==> config.mk <==
export PLATFORM = sky130hd
export DESIGN_NAME = sram_bus_arbiter
export DESIGN_NICKNAME = d
export VERILOG_FILES = /design/src/rtl/sram_bus_arbiter.sv
export SDC_FILE = /design/constraint.sdc
export NUM_CORES = 1
export LEC_CHECK = 0
export BUFFER_PORTS_ARGS = -buffer_cell sky130_fd_sc_hd__buf_2
export CAP_MARGIN = 20
export CORE_MARGIN = 2
export CORE_UTILIZATION = 45
export CTS_CLUSTER_SIZE = 20
export DETAILED_ROUTE_END_ITERATION = 12
export HOLD_SLACK_MARGIN = 0.05
export PLACE_DENSITY = 0.84
export SLEW_MARGIN = 0
export SYNTH_ARGS = -nofsm -noshare
export SYNTH_HDL_FRONTEND = slang
export SYNTH_SLANG_ARGS = --single-unit
==> constraint.sdc <==
create_clock -name clk -period 3.6 [get_ports clk]
set_clock_uncertainty 0.05 [all_clocks]
set_input_delay 0.36 -clock clk [delete_from_list [all_inputs] [get_ports clk]]
set_output_delay 0.36 -clock clk [all_outputs]
set_load 0.01 [all_outputs]
==> src/rtl/sram_bus_arbiter.sv <==
// rtl/sram_bus_arbiter.sv - two-port round-robin arbiter and access sequencer for one async SRAM
//
// Ports:
//   clk, reset_b                 system clock, asynchronous active-low reset
//   a_req/a_we/a_addr/a_wdata    port A (host) request, direction, address, write data
//   a_ack/a_rdata                port A one-clock completion pulse, read data register
//   b_*                          same as port A, for port B (loader/DMA)
//   sram_addr/sram_dout          registered address and write data to the SRAM
//   sram_dout_en                 1 = CPLD drives the SRAM data bus
//   sram_din                     read data from the SRAM
//   sram_ce_b/oe_b/we_b          registered active-low chip, output and write enables
module sram_bus_arbiter #(
    parameter int ADDR_W     = 19,
    parameter int DATA_W     = 8,
    parameter int ACC_CYCLES = 2
) (
    input  logic              clk,
    input  logic              reset_b,
    input  logic              a_req,
    input  logic              a_we,
    input  logic [ADDR_W-1:0] a_addr,
    input  logic [DATA_W-1:0] a_wdata,
    output logic              a_ack,
    output logic [DATA_W-1:0] a_rdata,
    input  logic              b_req,
    input  logic              b_we,
    input  logic [ADDR_W-1:0] b_addr,
    input  logic [DATA_W-1:0] b_wdata,
    output logic              b_ack,
    output logic [DATA_W-1:0] b_rdata,
    output logic [ADDR_W-1:0] sram_addr,
    output logic [DATA_W-1:0] sram_dout,
    output logic              sram_dout_en,
    input  logic [DATA_W-1:0] sram_din,
    output logic              sram_ce_b,
    output logic              sram_oe_b,
    output logic              sram_we_b
);

    typedef enum logic [1:0] {
        IDLE   = 2'd0,
        SETUP  = 2'd1,
        STROBE = 2'd2,
        HOLD   = 2'd3
    } state_t;

    localparam logic [3:0] CNT_LOAD = 4'(ACC_CYCLES - 1);

    state_t            state;
    state_t            state_nxt;
    logic [3:0]        cnt;
    logic [3:0]        cnt_nxt;
    // last_grant: 0 = A, 1 = B. It also names the port owning the access in flight.
    logic              last_grant;
    logic              grant_nxt;
    logic              take;
    logic              lat_we;
    logic              we_nxt;
    logic              strobe_done;
    logic [ADDR_W-1:0] addr_nxt;
    logic [DATA_W-1:0] dout_nxt;
    logic              ce_b_nxt;
    logic              oe_b_nxt;
    logic              we_b_nxt;
    logic              dout_en_nxt;
    logic              a_ack_nxt;
    logic              b_ack_nxt;

    // State register
    always_ff @(posedge clk or negedge reset_b) begin
        if (!reset_b) begin
            state      <= IDLE;
            cnt        <= 4'd0;
            last_grant <= 1'b1;
            lat_we     <= 1'b0;
        end else begin
            state      <= state_nxt;
            cnt        <= cnt_nxt;
            last_grant <= grant_nxt;
            lat_we     <= we_nxt;
        end
    end

    // Next-state logic; requests are only looked at in IDLE
    always_comb begin
        state_nxt = state;
        cnt_nxt   = cnt;
        grant_nxt = last_grant;
        take      = 1'b0;
        case (state)
            IDLE: begin
                if (a_req || b_req) begin
                    take      = 1'b1;
                    // On a tie the port that did not win last time goes next
                    grant_nxt = (a_req && b_req) ? ~last_grant : b_req;
                    state_nxt = SETUP;
                end
            end
            SETUP: begin
                cnt_nxt   = CNT_LOAD;
                state_nxt = STROBE;
            end
            STROBE: begin
                if (cnt == 4'd0) begin
                    state_nxt = HOLD;
                end else begin
                    cnt_nxt = cnt - 4'd1;
                end
            end
            HOLD: begin
                state_nxt = IDLE;
            end
            default: begin
                state_nxt = IDLE;
            end
        endcase
    end

    assign strobe_done = (state == STROBE) && (cnt == 4'd0);

    // Output logic: next values of the pin registers, derived from the next state
    // so every SRAM pin comes straight from a flop.
    always_comb begin
        we_nxt   = lat_we;
        addr_nxt = sram_addr;
        dout_nxt = sram_dout;
        if (take) begin
            we_nxt   = grant_nxt ? b_we : a_we;
            addr_nxt = grant_nxt ? b_addr : a_addr;
            if (we_nxt) begin
                dout_nxt = grant_nxt ? b_wdata : a_wdata;
            end
        end
        ce_b_nxt    = (state_nxt == IDLE);
        oe_b_nxt    = !((state_nxt == STROBE) && !we_nxt);
        we_b_nxt    = !((state_nxt == STROBE) && we_nxt);
        // Write data stays driven through HOLD for data hold time
        dout_en_nxt = (state_nxt != IDLE) && we_nxt;
        a_ack_nxt   = strobe_done && !last_grant;
        b_ack_nxt   = strobe_done && last_grant;
    end

    // Pin and handshake registers
    always_ff @(posedge clk or negedge reset_b) begin
        if (!reset_b) begin
            sram_addr    <= '0;
            sram_dout    <= '0;
            sram_dout_en <= 1'b0;
            sram_ce_b    <= 1'b1;
            sram_oe_b    <= 1'b1;
            sram_we_b    <= 1'b1;
            a_ack        <= 1'b0;
            b_ack        <= 1'b0;
            a_rdata      <= '0;
            b_rdata      <= '0;
        end else begin
            sram_addr    <= addr_nxt;
            sram_dout    <= dout_nxt;
            sram_dout_en <= dout_en_nxt;
            sram_ce_b    <= ce_b_nxt;
            sram_oe_b    <= oe_b_nxt;
            sram_we_b    <= we_b_nxt;
            a_ack        <= a_ack_nxt;
            b_ack        <= b_ack_nxt;
            // Read data is captured on the edge that ends the strobe
            if (strobe_done && !lat_we && !last_grant) begin
                a_rdata <= sram_din;
            end
            if (strobe_done && !lat_we && last_grant) begin
                b_rdata <= sram_din;
            end
        end
    end

endmodule

======== Word level (Yosys, flattened, before mapping) ========
Index checks and enable logic that the tools add are counted.
Widths: inputs -> output; s select.
word-level totals
  output and inout bits ................... 49
  RAM bits ................................ 0
  memories kept ........................... 0
  ROM bits ................................ 0
  bits in latches ......................... 0
  word-level logic and storage cells ...... 58
  bits in registers ....................... 57
  input port bits ......................... 68
cells by class
  div/mod/pow operators ................... 0
  add/sub/neg operators ................... 1
  mux-type cells .......................... 14
  eq/ne operators ......................... 5
  magnitude comparators ................... 0
  reductions and logical operators ........ 23
  shift-type cells ........................ 0
  bitwise logic cells ..................... 1
  multiply operators ...................... 0
operators with widths
  cell                 count
  $mux 19              1
  $logic_and 1x1->1    10
  $mux 8               1
  $pmux 2 s4           1
  $pmux 4 s2           1
  $mux 1               7
  $eq 2x2->1 const B   3
  $logic_not 1->1      5
  $logic_not 2->1      2
  $logic_not 4->1      1
  $mux 2               2
  $mux 4               1
  $reduce_and 2->1     2
  $reduce_bool 2->1    2
  $sub 4x1->4 const B  1
  $eq 2x1->1 const B   1
  $ne 2x2->1 const B   1
  $logic_or 1x1->1     1
  $not 1->1            1

======== Longest topological paths before layout ========
  word-level depth ........................ 9
  depth in mapped cells ................... 8
  mapped depth without buffers ............ 6

======== Worst setup path before layout ========
Ideal clock, no wire load.
  kind .................................... reg2reg
  start point ............................. reg state[0]
  end point ............................... reg sram_dout[0]
  arrival ................................. 1.627 ns
  setup time .............................. 0.125 ns
  required time ........................... 3.425 ns
  stages on the path, launching flop included .. 8
  buffers on the path ..................... 1
  slack ................................... 1.798 ns
  period minus slack after synthesis ...... 1.802 ns
  cells stage by stage .................... dfrtp_1 -> inv_1 -> ha_1 -> a21oi_1 -> a31oi_1 -> buf_4 -> mux2_2 -> mux2_2
between the ends
  cells in the longest elaborated chain, start to end .. 4
  elaborated cells on any way between the ends .. 6
  classes of those cells .................. 4 x mux; 2 x reduce/logical
ends and longest elaborated chain
  what                        line  source
  from (decl)                 49    state_t state;
  from (signal assigned)      77    state <= state_nxt;
  $logic_not 2->1 *           90    case (state)
  $mux 1                      90
  $mux 1                      128   we_nxt = grant_nxt ? b_we : a_we;
  $reduce_and 2->1 (no line)  n/a
  to (signal assigned)        158   sram_dout <= dout_nxt;
  to (decl)                   32    output logic [DATA_W-1:0] sram_dout,
Mark *: on every way between the ends. The rest lies on a longest branch, timed or not.
A chain may end at the register's enable or synchronous reset.

======== Final worst setup path ========
  start point ............................. reg state[0]
  end point ............................... reg sram_dout[3]
The elaborated chain is that of the path after synthesis.

==> summary.md <==
| Metric | Value |
|---|---|
| Outcome | complete, no violations |
| Synthesized flop and latch total | 57 |
| Ys async rst share | 1.00 |
| Worst-path clk slew | 0.08 ns |
| Aggregate global-route resource usage | 0.183 |
| Syn avg cell area | about 13 um^2 |
| Drt pass-1 iters | 6 |
| Global-route wire length before repair | 8.84 mm |
| Num rows | 27 |
| Post-synth EDFFs | 0 |
| IO buf count | approximately 120 |
| CP Capture Type | flip-flop |
| Compound-cell area share of the yosys netlist | 0.0787 |
| Height of the die | about 80 um |
| Critical Path Source Type | flip-flop |
| VDD IR max | roughly 430 uV |
| Synth cell count leaders | 53 x dfrtp_1, 26 x nand2_1, 24 x mux2_2 |
| Actual slew at the worst max-slew pin | slightly above 1 ns |
| Pwr dens | 948 mW/mm^2 |
| Nets | 401 |
| Primary FF master, synth | dfrtp_1 |
| Yosys cell types | 29 |
| Initial Util | 0.468 |
| Detailed Place HPWL | ~4.1 mm |
| Count leader, synth | dfrtp_1 |
| Crit path kind | reg2reg |
| Layout overhead on the synthesized area | 34.3% |
| Total wire length | 5.52 mm |
| Max-cap violations | 0 |
| Final core utilization | 0.629 |
| Xor/xnor share of the synthesized area | 0 |
| Synth area leader | dfrtp_1 |
| Multiplexer area fraction after synthesis | 0.232 |
| CORE AREA | 0.00554 mm^2 |
| Diodes inserted | 0 |
| Max Fclk | 416 MHz |
| Iteration-0 DRC Markers | 60 |
| YS warnings | 0 |
| Simple-Gate Fraction of Synth Area | 0.0724 |
| Worst hold path type | in2async |
| Clock sinks | 57 |
| Die ar. | 0.00638 mm^2 |
| Rel. slew slack | 0.321 |
| Critical Path Fanout Max | 19 |
| Largest net degree at the start of global routing | 40 |
| Worst path required time | 3.77 ns |
| Die X | roughly 80 um |
| CTS tree | built |
| Setup Fix Bufs, Post-CTS | 0 |
| Post-Synth Adder-Cell Area | 0.0290 |
| Worst path arrival time | 2.57 ns |
| Io pins | 117 |
| Final min period | 2.40 ns |
| RSZ-0062 raised after global routing | false |
| Share of the synthesized area in the top cell type | 0.512 |
| Hold_buf cts | 0 |
| Via density | 4.92 |
| Clk_lat worst skew | 0.33 ns |
| Routability Congestion | 0.706 |
| Area contributors post-synth | dfrtp_1 51%, mux2_2 10%, mux2i_1 8.1%, mux2_4 4.6%, o21ai_0 4.4% |
| Post-CTS Resized | 0 |
| Drt wl/cell | between 10 and 15 um |
| # setup viols final | 0 |
| Initial antenna violation count | 0 |
| Final Cycle Share | 0.667 |
| Filler cell count in the final layout | 469 |
| Largest family of logic cells by synthesized area | multiplexers |
| Register area share after synthesis | 0.552 |
| Fin. Hold Viols | 0 |
| Worst hold slack | between 0.05 and 0.06 ns |
| DR vias | between 1500 and 2000 |
| CTS Root Cell | clkbuf_8 |
| Slew Limit Fails | 0 |
| Syn Inst Count | 207 |
| Pleak | 0.00182 uW |
| Number of routed nets with antenna violations | 0 |
| Layout cells sized above 1 | 0.539 |
| Vias in the first global route | about 2000 |
| # DRC | 0 |
| Synthesized area | roughly 0.0026 mm^2 |
| Post-Syn Nets | approximately 280 |
| H-tree depth | 3 |
| Total congestion overflow | 0 |
| Setup TNS | 0 ns |
| CTS max path bufs | 2 |
| TritonCTS Buffers | 9 |
worst paths after layout:
kind	from	endpoint	slack (ns)	cells after the start
min in group clk	sram_din[3]	b_rdata[3]$_DFFE_PN0P_	0.22	2
max in group asynchronous	reset_b	sram_ce_b$_DFF_PN1_	2.61	2
worst min-delay path	reset_b	a_rdata[0]$_DFFE_PN0P_	0.05	1
worst max-delay path	state[0]$_DFF_PN0_	sram_dout[3]$_DFFE_PN0P_	1.20	6
worst max register to register	state[0]$_DFF_PN0_	sram_dout[3]$_DFFE_PN0P_	1.20	6
worst min register to register	sram_addr[4]$_DFFE_PN0P_	sram_addr[4]$_DFFE_PN0P_	0.43	2
layout by cell type, fill, tap and decap left out, types with 4 or more instances in the layout:
cell / netlist / layout
dfstp_2: 4 / 4
inv_1: 6 / 6
nor2_1: 7 / 7
mux2_2: 24 / 24
buf_2: 3 / 116
dfrtp_1: 53 / 53
clkbuf_8: 0 / 9
mux2i_1: 21 / 21
ha_1: 6 / 6
o21ai_0: 23 / 22
mux2_4: 8 / 8
nand2_1: 26 / 26
routing by layer:
| layer | up-vias | wire length [um] | global-route usage |
|---|---|---|---|
| li1 | 953 | - | - |
| met1 | 951 | 2410 | 0.219 |
| met2 | 77 | 2670 | 0.305 |
| met3 | 7 | 381 | 0.0588 |
| met4 | 0 | 63 | 0.0712 |
| met5 | - | 0 | 0 |
sequential cells by signal (all words and copies together), names as in the netlist:
signal        count
sram_dout_en      1
b_ack             1
sram_addr        19
sram_oe_b         1
a_rdata           8
b_rdata           8
sram_dout         8
state             2
cnt               4
sram_ce_b         1
a_ack             1
last_grant        1
sram_we_b         1
lat_we            1
logic make-up (layout without fill, tap and decap cells):
group	Yosys count	in the layout
flip-flops	57	57
multiplexers	53	53
AND/OR/NAND/NOR	42	42
AO/OA/AOI/OAI	33	33
buffers and inverters	16	141
adder cells (fa/ha/maj)	6	6
critical path, cell delays in order, from the launching register on:
cell	delay, ns
dfrtp_1	0.41
inv_1	0.12
ha_1	0.28
a21oi_1	0.14
a31oi_4	0.61
mux2_2	0.41
mux2_2	0.26
power breakdown:
part | leakage, uW | internal [uW] | switching [uW]
Sequential | 0.000686 | 965 | 177
Clock | 0.000125 | 468 | 278
Combinational | 0.00101 | 683 | 731
Total | 0.00182 | 2120 | 1190
final cells by class:
type                       count  area (um^2)  share of cell area
sequential                    57         1430               0.411
clock inverter                 7          125              0.0359
tap                           72         90.1              0.0259
clock buffer                   9          124              0.0356
multi-input combinational    134         1090               0.312
timing repair buffer         119          603               0.173
inverter                       6         22.5             0.00647
stage by stage:
| step | setup slack (ns) | area, um^2 | power [uW] | cells |
|---|---|---|---|---|
| 2_1_floorplan | 1.80 | 2590 | 2120 | 207 |
| 3_3_place_gp | 1.27 | 3230 | 2510 | 388 |
| 3_5_place_dp | 1.20 | 3230 | 2580 | 388 |
| 4_1_cts | 1.18 | 3480 | 3340 | 404 |
| 5_1_grt | 0.999 | 3480 | 3550 | 404 |
| 6_report | 1.20 | 3480 | 3300 | 404 |
Note: power is estimated with default switching activity, not from simulation.
